File: src/rtl/pwm_duty_meter.sv
// Dual-channel PWM duty meter.
// Measures the high time and rising-edge count of two asynchronous PWM lines
// over a window of 2^C_WINDOW_LOG2 clocks. The duty result uses the same
// scaling as the PWM generators, so it can be compared directly with a setpoint.
// Stuck-high and stuck-low status is reported for each channel.
module pwm_duty_meter #(
  parameter int C_PWM_WIDTH   = 24,
  parameter int C_WINDOW_LOG2 = 16,
  parameter int C_EDGE_WIDTH  = 16
) (
  input  logic                    pwm_clk_i,
  input  logic                    pwm_rst_n_i,
  input  logic                    enable_i,
  input  logic [1:0]              PWM,
  output logic [C_PWM_WIDTH-1:0]  duty0_o,
  output logic [C_PWM_WIDTH-1:0]  duty1_o,
  output logic [C_EDGE_WIDTH-1:0] edges0_o,
  output logic [C_EDGE_WIDTH-1:0] edges1_o,
  output logic [3:0]              stuck_o,
  output logic                    duty_valid_o
);

  localparam logic [C_WINDOW_LOG2-1:0] WC_LAST = '1;
  localparam logic [C_WINDOW_LOG2-1:0] WC_ONE  = 1;
  localparam logic [C_EDGE_WIDTH-1:0]  EC_MAX  = '1;

  typedef enum logic {
    ST_IDLE    = 1'b0,
    ST_MEASURE = 1'b1
  } state_t;

  // ---------------------------------------------------------------------------
  // Reset synchronizer: assertion is immediate, release is aligned to the clock.
  // ---------------------------------------------------------------------------
  logic [1:0] rst_sync_reg;
  logic       rst_n;

  // Two-flop reset release chain, cleared asynchronously by the external reset.
  always_ff @(posedge pwm_clk_i or negedge pwm_rst_n_i) begin
    if (!pwm_rst_n_i) begin
      rst_sync_reg <= 2'b00;
    end else begin
      rst_sync_reg <= {rst_sync_reg[0], 1'b1};
    end
  end

  assign rst_n = rst_sync_reg[1];

  // ---------------------------------------------------------------------------
  // Input synchronizer and edge detector.
  // s_reg is the sampled level used for counting; p_reg is its previous value.
  // p_reg keeps running across window boundaries so an edge on the first
  // sample of a window is still detected.
  // ---------------------------------------------------------------------------
  logic [1:0] meta_reg;
  logic [1:0] s_reg;
  logic [1:0] p_reg;
  logic [1:0] rise;

  // Two synchronizing flops per line plus one history flop for edge detection.
  always_ff @(posedge pwm_clk_i or negedge rst_n) begin
    if (!rst_n) begin
      meta_reg <= 2'b00;
      s_reg    <= 2'b00;
      p_reg    <= 2'b00;
    end else begin
      meta_reg <= PWM;
      s_reg    <= meta_reg;
      p_reg    <= s_reg;
    end
  end

  assign rise = s_reg & ~p_reg;

  // ---------------------------------------------------------------------------
  // Control state machine and window counter.
  // ---------------------------------------------------------------------------
  state_t                   state_reg;
  state_t                   state_next;
  logic [C_WINDOW_LOG2-1:0] wc_reg;
  logic                     window_end;
  logic                     count_run;
  logic                     valid_reg;

  // State register.
  always_ff @(posedge pwm_clk_i or negedge rst_n) begin
    if (!rst_n) begin
      state_reg <= ST_IDLE;
    end else begin
      state_reg <= state_next;
    end
  end

  // Next state, window-end detect and counter run/clear decision.
  always_comb begin
    state_next = state_reg;
    window_end = 1'b0;
    count_run  = 1'b0;
    case (state_reg)
      ST_IDLE: begin
        if (enable_i) begin
          state_next = ST_MEASURE;
        end
      end
      ST_MEASURE: begin
        // The last cycle of a window always completes, even if enable drops.
        window_end = (wc_reg == WC_LAST);
        // Counters keep accumulating only mid-window with enable held;
        // otherwise they wrap (window end) or are discarded (enable low).
        count_run  = enable_i && !window_end;
        if (!enable_i) begin
          state_next = ST_IDLE;
        end
      end
      default: begin
        state_next = ST_IDLE;
      end
    endcase
  end

  // Window counter: runs while measuring, returns to 0 at window end or stop.
  always_ff @(posedge pwm_clk_i or negedge rst_n) begin
    if (!rst_n) begin
      wc_reg <= '0;
    end else if (count_run) begin
      wc_reg <= wc_reg + WC_ONE;
    end else begin
      wc_reg <= '0;
    end
  end

  // Result-valid strobe, high for the cycle after a window completes.
  always_ff @(posedge pwm_clk_i or negedge rst_n) begin
    if (!rst_n) begin
      valid_reg <= 1'b0;
    end else begin
      valid_reg <= window_end;
    end
  end

  // ---------------------------------------------------------------------------
  // Per-channel accumulation and result registers.
  // ---------------------------------------------------------------------------
  genvar gi;
  generate
    for (gi = 0; gi < 2; gi++) begin : g_ch
      logic [C_WINDOW_LOG2:0]   hc_reg;
      logic [C_EDGE_WIDTH-1:0]  ec_reg;
      logic [C_WINDOW_LOG2:0]   n_final;
      logic [C_EDGE_WIDTH-1:0]  e_final;
      logic [C_PWM_WIDTH-1:0]   duty_scaled;
      logic [C_PWM_WIDTH-1:0]   duty_calc;
      logic                     stuck_lo;
      logic                     stuck_hi;
      logic [C_PWM_WIDTH-1:0]   duty_reg;
      logic [C_EDGE_WIDTH-1:0]  edges_reg;
      logic [1:0]               stuck_reg;

      // Counts including the current cycle, so the window-end sample is kept.
      assign n_final = hc_reg + (C_WINDOW_LOG2 + 1)'(s_reg[gi]);
      assign e_final = (ec_reg == EC_MAX) ? EC_MAX
                                          : ec_reg + C_EDGE_WIDTH'(rise[gi]);

      // Align the high count to the generator's fixed-point duty format.
      if (C_WINDOW_LOG2 >= C_PWM_WIDTH) begin : g_trunc
        assign duty_scaled = n_final[C_WINDOW_LOG2-1 -: C_PWM_WIDTH];
      end else begin : g_shift
        assign duty_scaled = {n_final[C_WINDOW_LOG2-1:0],
                              {(C_PWM_WIDTH - C_WINDOW_LOG2){1'b0}}};
      end

      // A full window of high samples has the top bit set; report all ones.
      assign duty_calc = n_final[C_WINDOW_LOG2] ? '1 : duty_scaled;
      assign stuck_lo  = (e_final == '0) && (n_final == '0);
      assign stuck_hi  = (e_final == '0) && n_final[C_WINDOW_LOG2];

      // High-time and rising-edge accumulators.
      always_ff @(posedge pwm_clk_i or negedge rst_n) begin
        if (!rst_n) begin
          hc_reg <= '0;
          ec_reg <= '0;
        end else if (count_run) begin
          hc_reg <= n_final;
          ec_reg <= e_final;
        end else begin
          hc_reg <= '0;
          ec_reg <= '0;
        end
      end

      // Results latched at window end and held until the next completed window.
      always_ff @(posedge pwm_clk_i or negedge rst_n) begin
        if (!rst_n) begin
          duty_reg  <= '0;
          edges_reg <= '0;
          stuck_reg <= 2'b00;
        end else if (window_end) begin
          duty_reg  <= duty_calc;
          edges_reg <= e_final;
          stuck_reg <= {stuck_hi, stuck_lo};
        end
      end
    end
  endgenerate

  assign duty0_o      = g_ch[0].duty_reg;
  assign duty1_o      = g_ch[1].duty_reg;
  assign edges0_o     = g_ch[0].edges_reg;
  assign edges1_o     = g_ch[1].edges_reg;
  assign stuck_o      = {g_ch[1].stuck_reg, g_ch[0].stuck_reg};
  assign duty_valid_o = valid_reg;

endmodule

File: config.mk
export PLATFORM = sky130hd
export DESIGN_NAME = pwm_duty_meter
export DESIGN_NICKNAME = d
export VERILOG_FILES = /design/src/rtl/pwm_duty_meter.sv
export SDC_FILE = /design/constraint.sdc
export NUM_CORES = 1
export LEC_CHECK = 0
export CORE_MARGIN = 1.5
export CORE_UTILIZATION = 35
export DETAILED_ROUTE_END_ITERATION = 12
export SKIP_CTS_REPAIR_TIMING = 1
export SLEW_MARGIN = 40
export SYNTH_ARGS = -nofsm -noshare
export SYNTH_HDL_FRONTEND = slang
export SYNTH_SLANG_ARGS = --single-unit
File: constraint.sdc
create_clock -name pwm_clk_i -period 8.3 [get_ports pwm_clk_i]
set_input_delay 1.66 -clock pwm_clk_i [delete_from_list [all_inputs] [get_ports pwm_clk_i]]
set_output_delay 1.66 -clock pwm_clk_i [all_outputs]
set_load 0.05 [all_outputs]
## After elaboration in Yosys (flattened, before gate mapping)

Cells that the tools add are included.

| storage, ports and cells | value |
|---|---|
| bits in registers | 176 |
| logic and storage cells | 49 |

| cells by class | value |
|---|---|
| add/sub/neg operators | 5 |
| equal/unequal tests | 3 |
| mux-type cells | 12 |
| bitwise operators | 2 |
| reduce and logical (&&, ||, !) cells | 10 |

Operators by type and width:

| operator | number |
|---|---|
| 16-bit two-way mux | 5 |
| 16-bit equality test, second input constant | 3 |
| 24-bit two-way mux | 2 |
| 17-bit by 1-bit adder with 17-bit output | 2 |
| 17-bit zero test | 2 |
| 17-bit two-way mux | 2 |
| 16-bit by 1-bit adder with 16-bit output | 2 |
| 16-bit zero test | 2 |
| 16-bit by 1-bit adder with 16-bit output, second input constant | 1 |
| 1-bit logical AND | 5 |
| 1-bit two-way mux | 3 |
| 2-bit AND | 1 |
| 2-bit inverter | 1 |
| 1-bit zero test | 1 |

## Logic depth before layout (Yosys ltp)

| logic depth | value |
|---|---|
| depth after elaboration | 6 |
| depth in mapped cells | 10 |
| depth with buffers taken out | 9 |

## Worst setup path after synthesis

OpenSTA, ideal clock, no wires.

| timing | value |
|---|---|
| kind | reg2out |
| start point | register, netlist name duty1_o[7] |
| end point | output port duty1_o[1] |
| arrival | 1014 ps |
| data required time | 6640 ps |
| slack | 5626 ps |
| cell stages (with the launch flop) | 2 |
| path through | dfrtp_1 buf_4 |

RTL lines:

| what | line | source |
|---|---|---|
| end: declaration | 16 | `output logic [C_PWM_WIDTH-1:0] duty1_o,` |

==> run metrics <==
status=complete, no violations; Critical Path RT=between 6000 and 7000 ps; TNS Setup=0 ps; syn_nets=818; initial drt markers=just under 300; met3 usage=under 10%; Fillers=roughly 2100; first-pass GRT wire length=27.8 mm; IO buf count=a little under 90; Synth Instances=about 800; via count=between 5000 and 6000; DP Wirelength=between 10 and 15 mm; Synth Flop Type=dfrtp_1; slowest stage cell, crit path=clkdlybuf4s50_1; power per standard cell area=173 nW/µm²; unrepaired setup endpoints after global routing=no; max-cap violations=0; synth warn=0; initial antenna violation count=0; Post-Syn Area=between 7000 and 8000 µm²; Finish-stage setup viols=0; Routed WL per cell=around 14 µm; Post-Syn Area per Cell=approximately 9.5 µm²; drt drc=0; CP startpoint=duty0_o[7]; fin. max-slew vios=0; crit-path max FO=9; Startpoint Class=flip-flop; Site Rows=53; clk buf depth=2; Seq pwr share=approximately half; largest net degree at the start of global routing=between 80 and 90; H-tree Lvls=4; register area share after synthesis=53.1%; Final #Nets=879; gr usage total=between 10% and 20%; Max Fclk=282 MHz; Hold Slack=about 310 ps; post-place setup slack=just over 5000 ps; worst rel slew slack=between 40% and 50%; Core ar.=21200 µm²; full die area=around 23000 µm²; Clk pwr share=a little under half; async set-or-reset flop fraction in the synthesized netlist=100%; Worst Path Arrival=1880 ps; RR Startpoint=s_reg[0]; share of layout cells above drive strength 1=6.38%; min Tclk post-route=3540 ps; number of global-route vias before repair=around 5500; initial core utilization=between 30 and 40%; Layout Skew=8.66 ps; met1 Usage GRT=between 20 and 25%; Clk Latency, worst-skew pair=430 ps; period utilization=42.6%; Worst VDD drop=between 100 and 150 µV; WL final=16.6 mm; CTS tree=done; biggest area consumer among synthesized cells=dfrtp_1; Synth top area share=a little over half; top post-synthesis cells by area=dfrtp_1, nor2_1, xnor2_1, nand2_1, xor2_1; measured slew at the worst slew-check pin=between 700 and 800 ps; remaining antenna violation count=0; crit-path max cell delay=930 ps; leak pwr=3.91 nW; Setup CP Type=flip-flop to output port; synthesized flop and latch total=162; max reg flops=34; CP bufs+invs=1; Net Switching=~0.36 mW; clock-pin slew on the worst setup and hold paths=roughly 70 ps; Int Pwr=approximately 1.2 mW; grt met2 use=between 20% and 30%; CTS Buf Count=17; number of synthesized flops with an enable pin=0; Antenna diodes=0; vias per cell=5.00; Crit. End Element=output port; Ports=90; crit path cell chain=clkdlybuf4s50_1; GP Congestion=~0.84; Die X=about 150 µm; Die Y=approximately 150 µm; # clock sinks=approximately 160; Hold Crit Class=flip-flop to asynchronous set/reset pin; Setup WS post-layout=approximately 4800 ps; Fin. Hold Viols=0; Net Sw Frac=22.8%; CP delay by family, top=buffers and inverters; GRT busiest layer=met2; DRT Pass-1 Iters=6; grt ovf=0; Comb power frac=2.1%; Clock Tree Root=clkbuf_16; distinct cell type count of the synthesized netlist=56; P&R area growth vs syn=21.4%
==> routing by layer <==
| layer | vias to the layer above | share of wire, % |
|---|---|---|
| li1 | 2872 | - |
| met1 | 2774 | 49 |
| met2 | 101 | 46 |
| met3 | 18 | 3.4 |
| met4 | 0 | 1.3 |
| met5 | - | 0 |
==> logic make-up after synthesis <==
family          Yosys count  synth area share [%]
flops                   162                  53.1
mux                       6                 0.803
fa+ha+maj                 9                  1.47
other cells               1                0.0491
xor+xnor                 74                  8.48
buf+inv                  70                  4.29
compound gates          106                  8.34
simple gates            376                  23.5
==> through the flow <==
step | utilization, % | total power [mW] | area (µm²) | std cells
finish | 43.7 | 1.60 | 9280 | 1153
global route | 43.7 | 1.66 | 9280 | 1153
CTS | 43.7 | 1.62 | 9270 | 1153
detailed placement | 41.0 | 0.851 | 8700 | 1121
global placement | 40.8 | 0.848 | 8650 | 1119
floorplan | - | 0.835 | 7640 | 804
==> power by group through the flow <==
stage	sequential [mW]	combinational [mW]	clock [mW]
after CTS	0.800	0.0360	0.786
after global routing	0.800	0.0401	0.817
after detailed placement	0.814	0.0361	0
after global placement	0.818	0.0296	0
final	0.799	0.0341	0.767
after floorplan	0.821	0.0144	0
==> path summary, 6_finish.rpt <==
| check | slack (ps) | depth (start not counted) | to |
|---|---|---|---|
| worst min register to register | 310 | 0 | duty1_o[23] |
| worst min-delay path | 310 | 0 | duty1_o[23] |
| max in group asynchronous | 6770 | 1 | rst_sync_reg[1] |
| worst max-delay path | 4760 | 1 | duty0_o[0] |
| min in group pwm_clk_i | 350 | 0 | s_reg[1] |
| worst max register to register | 5370 | 8 | duty0_o[16] |
==> synthesized netlist by cell type, types with 2 or more instances <==
master	instances
and3_1	8
a31oi_1	22
nor2_1	170
nand2_1	69
or4b_1	2
a2111oi_0	4
nand2b_1	2
nor2b_1	4
xnor2_1	45
nor4_1	11
nand4_1	28
o21ai_1	11
a21o_1	2
and4_1	9
nor3_1	10
or2_2	2
nor4b_1	2
o21ai_0	36
and2_1	3
or3_1	7
buf_2	9
inv_1	15
dfrtp_1	162
nand4_2	2
mux2i_1	5
o2111ai_1	2
nand3_1	34
nand3b_1	3
ha_1	9
buf_4	14
nor4_2	2
xor2_1	29
o31a_1	3
a21oi_1	16
clkbuf_1	31
==> cell type report <==
cell class	instances	area, µm²	area share [%]
clock inverters	13	124	1.34
inverters	15	56.3	0.607
multi-input cells	572	3260	35.2
repair buffers	97	980	10.6
clock buffers	19	453	4.88
flip-flops and latches	162	4060	43.7
well taps	275	344	3.71
==> placed cells by master (no fill, tap or decap), types with 8 or more instances in the layout <==
master,Yosys,routed
nor2_1,170,169
dfrtp_1,162,161
clkdlybuf4s50_1,0,89
nand2_1,69,69
xnor2_1,45,45
o21ai_0,36,36
nand3_1,34,34
xor2_1,29,29
nand4_1,28,28
a31oi_1,22,22
clkbuf_16,0,17
a21oi_1,16,16
inv_1,15,15
nor4_1,11,11
o21ai_1,11,11
nor3_1,10,10
and4_1,9,9
ha_1,9,9
and3_1,8,8
(Power assumes the default switching activity.)
==> patch 1 (same flow settings) <==
Reset style: synchronous (`pwm_rst_n_i` and `rst_n`), changed in 7 clocked blocks. Comments in the files are not updated.
--- a/src/rtl/pwm_duty_meter.sv
+++ b/src/rtl/pwm_duty_meter.sv
@@ -36,7 +36,7 @@
   logic       rst_n;
 
   // Two-flop reset release chain, cleared asynchronously by the external reset.
-  always_ff @(posedge pwm_clk_i or negedge pwm_rst_n_i) begin
+  always_ff @(posedge pwm_clk_i) begin
     if (!pwm_rst_n_i) begin
       rst_sync_reg <= 2'b00;
     end else begin
@@ -58,7 +58,7 @@
   logic [1:0] rise;
 
   // Two synchronizing flops per line plus one history flop for edge detection.
-  always_ff @(posedge pwm_clk_i or negedge rst_n) begin
+  always_ff @(posedge pwm_clk_i) begin
     if (!rst_n) begin
       meta_reg <= 2'b00;
       s_reg    <= 2'b00;
@@ -83,7 +83,7 @@
   logic                     valid_reg;
 
   // State register.
-  always_ff @(posedge pwm_clk_i or negedge rst_n) begin
+  always_ff @(posedge pwm_clk_i) begin
     if (!rst_n) begin
       state_reg <= ST_IDLE;
     end else begin
@@ -119,7 +119,7 @@
   end
 
   // Window counter: runs while measuring, returns to 0 at window end or stop.
-  always_ff @(posedge pwm_clk_i or negedge rst_n) begin
+  always_ff @(posedge pwm_clk_i) begin
     if (!rst_n) begin
       wc_reg <= '0;
     end else if (count_run) begin
@@ -130,7 +130,7 @@
   end
 
   // Result-valid strobe, high for the cycle after a window completes.
-  always_ff @(posedge pwm_clk_i or negedge rst_n) begin
+  always_ff @(posedge pwm_clk_i) begin
     if (!rst_n) begin
       valid_reg <= 1'b0;
     end else begin
@@ -175,7 +175,7 @@
       assign stuck_hi  = (e_final == '0) && n_final[C_WINDOW_LOG2];
 
       // High-time and rising-edge accumulators.
-      always_ff @(posedge pwm_clk_i or negedge rst_n) begin
+      always_ff @(posedge pwm_clk_i) begin
         if (!rst_n) begin
           hc_reg <= '0;
           ec_reg <= '0;
@@ -189,7 +189,7 @@
       end
 
       // Results latched at window end and held until the next completed window.
-      always_ff @(posedge pwm_clk_i or negedge rst_n) begin
+      always_ff @(posedge pwm_clk_i) begin
         if (!rst_n) begin
           duty_reg  <= '0;
           edges_reg <= '0;
Behaviour: same outputs for any inputs over 10 cycles, from zero or initial values and one cycle with pwm_rst_n_i low; that may be too few to reach the edited logic, so the function may still have changed.
==> patch 1 against the unedited design <==
Clock skew is 0.0013 ns lower; non-clock buffer count is 1 lower; sequential cell count stayed put; highest routed layer unchanged; area after synthesis is 9.1% lower; design area is 7.9% lower; worst setup slack better by 0.11 ns; die area is 9.0% lower; routed wire length is 7.0% lower; largest cell class is now multi-input gates; register-to-register slack better by 0.28 ns.
Power is not compared: it rests on default switching activity, and its combinational part moved more than twofold at a synthesized area within 25%.
==> patch 1: results <==
group,metric,value,unit
cells_and_area,nFillCells,1913,
critical_path,path_max_fanout,9,
logic_synthesis,synthXorXnorAreaFrac,8.83,%
grt,grt_usage,15.6,%
critical_path,cp_slowest_cell,"clkdlybuf4s50_1",
cells_and_area,drive_gt1_share,8.28,%
logic_synthesis,yosys-top-cells-count,"dfxtp_1 (162), nor2_1 (154), nand2_1 (57)",
detailed_routing,vias,5453,
critical_path,regToRegEndpoint,"g_ch[0].stuck_reg[1]",
critical_path,crit_path_start,"duty1_o[7]",
logic_synthesis,synth_compound_area_share,11.0,%
placed_design,placed_cell_area,0.00791,mm²
grt,grt_pass1_vias,5145,
grt,grt_pass1_wl,25.5,mm
run_status,status,"finished clean",
critical_path,endpoint,"duty1_o[6]",
cells_and_area,final_net_count,872,
placed_design,place_inst,1103,
floorplan,dieArea,0.0207,mm²
critical_path,reg2reg_from,"s_reg[0]",
critical_path,cpPeakStageDelay,0.86,ns
logic_synthesis,yosysSeqAreaShare,46.7,%
placed_design,dp_slack,4.93,ns
placed_design,gp_congestion,0.812,
logic_synthesis,synth_adder_area_share,1.62,%
logic_synthesis,async_flop_share,0,%
critical_path,reg2reg_slack,5.65,ns
critical_path,r2r.worst_path.cells,10,
grt,grt_max_degree,80,
logic_synthesis,synthTopCellsByArea,"dfxtp_1 (47%), nor2_1 (8.3%), xor2_1 (4.9%)",
detailed_routing,firstDrtPassIters,4,
logic_synthesis,netlist_area,0.00694,mm²
timing,worst_slew_pin_slew,0.614,ns
timing,hold_slack,0.430,ns
logic_synthesis,synthMuxAreaShare,1.21,%
detailed_routing,drt_iter0_drc,269,
worst_hold_path,min_path_type,"register to register",
-- patch 1: changes by cell type in the layout (fill, tap and decap cells not counted), moves of 9 or more --
cell	before	now
dfrtp_1	161	0
dfxtp_1	0	161
nor2_1	169	153
xnor2_1	45	29
a211oi_1	1	16
nand2_1	69	57
nor3_1	10	21
o21ai_1	11	1
xor2_1	29	39
and2_1	3	12
nand4_1	28	19
-- patch 1: layer usage --
layer / GRT usage, % / wire, µm / up-vias
li1: - / - / 2845
met1: 21.6 / 8130 / 2501
met2: 23.4 / 6530 / 92
met3: 3.60 / 585 / 15
met4: 5.69 / 170 / 0
met5: 0 / 0 / -
-- patch 1: area by class of cell --
class / count / area, µm² / area share [%]
repair buffers: 96 / 956 / 11.2
inverters: 12 / 45.0 / 0.527
multi-input cells: 569 / 3360 / 39.3
well taps: 265 / 332 / 3.88
clock inverters: 12 / 158 / 1.85
flip-flops and latches: 162 / 3240 / 38.0
clock buffers: 19 / 453 / 5.30
==> patch 2 (config.mk and constraints unchanged) <==
Made on the original files. Set the parameter `C_EDGE_WIDTH` to 32 (it was 16).
--- a/src/rtl/pwm_duty_meter.sv
+++ b/src/rtl/pwm_duty_meter.sv
@@ -6,7 +6,7 @@
 module pwm_duty_meter #(
   parameter int C_PWM_WIDTH   = 24,
   parameter int C_WINDOW_LOG2 = 16,
-  parameter int C_EDGE_WIDTH  = 16
+  parameter int C_EDGE_WIDTH  = 32
 ) (
   input  logic                    pwm_clk_i,
   input  logic                    pwm_rst_n_i,
Interface: changed (resized edges0_o and edges1_o); port bits go from 90 to 122. No check against the original RTL was run, so the function may have changed too.
==> patch 2 against the unedited design <==
Via count grew 48%; routed wire length is 60% higher; combinational power increased by 42%; clock power is 64% higher; area after synthesis is 41% higher; largest power group is now the clock network; worst setup slack improved by 0.011 ns; critical endpoint is now duty0_o[5]; sequential cell count increased by 64; cell count rose by 43%; design area increased by 43%; power rose by 51%; non-clock buffer count grew 36; count of clock-buffer cells in the layout is 12 higher; sequential power grew 39%.
==> patch 2: results <==
group,metric,value,unit
run_status,status,"finished clean",
clocking,clk_latency,0.54,ns
cells_and_area,largest_reg_flops,64,
clocking,clockBufferDepth,3,
cells_and_area,final_cells,1653,
critical_path,regToRegEndpoint,"duty1_o[11]",
detailed_routing,firstDrtPassIters,5,
critical_path,endpoint,"duty0_o[5]",
cells_and_area,nFillCells,2911,
logic_synthesis,avgSynthCellArea,9.33,µm²
grt,grt_usage,16.9,%
clocking,cts_buffers,26,
detailed_routing,drt_iter0_drc,558,
grt,grt_pass1_vias,8107,
timing,clock.fmax,283,MHz
logic_synthesis,synth.net_count,1171,
clocking,h-tree-depth,1,
placed_design,dp_slack,4.72,ns
critical_path,r2r.worst_path.cells,9,
logic_synthesis,yosys-top-cells-count,"nor2_1 (244), dfrtp_1 (226), nand2_1 (81)",
logic_synthesis,ys_types,64,
power,cellLeakagePower,5.56,nW
logic_synthesis,synthTopCellsByArea,"dfrtp_1 (52%), nor2_1 (8.5%), xnor2_1 (4.3%)",
critical_path,cpPeakStageDelay,0.86,ns
timing,hold_slack,0.274,ns
## patch 2: cell types whose count changed after synthesis, sizes merged, moves of 8 or more
cell | unedited run | this run
dfrtp | 162 | 226
nand4 | 31 | 54
and4 | 9 | 18
nand2 | 69 | 81
nor3 | 11 | 23
nand3 | 35 | 45
clkbuf | 32 | 50
nor2 | 170 | 244
o21ai | 47 | 60
and2 | 3 | 13
and3 | 8 | 24
xnor2 | 45 | 53
a21oi | 16 | 56
## patch 2: where the power goes
part,leakage [nW],switching (mW),internal [mW]
sequential,3.13,0.00546,1.11
combinational,1.95,0.0366,0.0118
clock,0.477,0.464,0.795
total,5.56,0.506,1.91
## patch 2: cell type report
| class | count | area [µm²] | area share, % |
|---|---|---|---|
| Tap cell | 396 | 495 | 3.73 |
| Clock inverter | 16 | 245 | 1.85 |
| Inverter | 14 | 52.6 | 0.396 |
| Timing Repair Buffer | 133 | 1350 | 10.2 |
| Clock buffer | 31 | 709 | 5.35 |
| Sequential cell | 226 | 5660 | 42.6 |
| Multi-Input combinational cell | 837 | 4760 | 35.9 |
## patch 2: logic make-up after synthesis
group           after synthesis  share of synthesized area, %
fa+ha+maj                     9                          1.04
compound gates              168                          8.87
xor+xnor                     89                          7.22
flops                       226                          52.4
mux                           8                         0.788
buf+inv                      94                          3.94
other cells                   1                        0.0347
simple gates                562                          25.7
## patch 2: layer usage
layer | vias to the layer above | wire [µm]
li1 | 4168 | -
met3 | 35 | 1430
met2 | 218 | 11600
met5 | - | 0
met1 | 4125 | 13000
met4 | 0 | 425
## patch 2: metrics by stage
stage / cell area (µm²) / total power [mW]
after floorplan: 10800 / 1.16
after global placement: 12200 / 1.18
after detailed placement: 12300 / 1.18
after CTS: 13200 / 2.45
after global routing: 13300 / 2.51
final: 13300 / 2.42
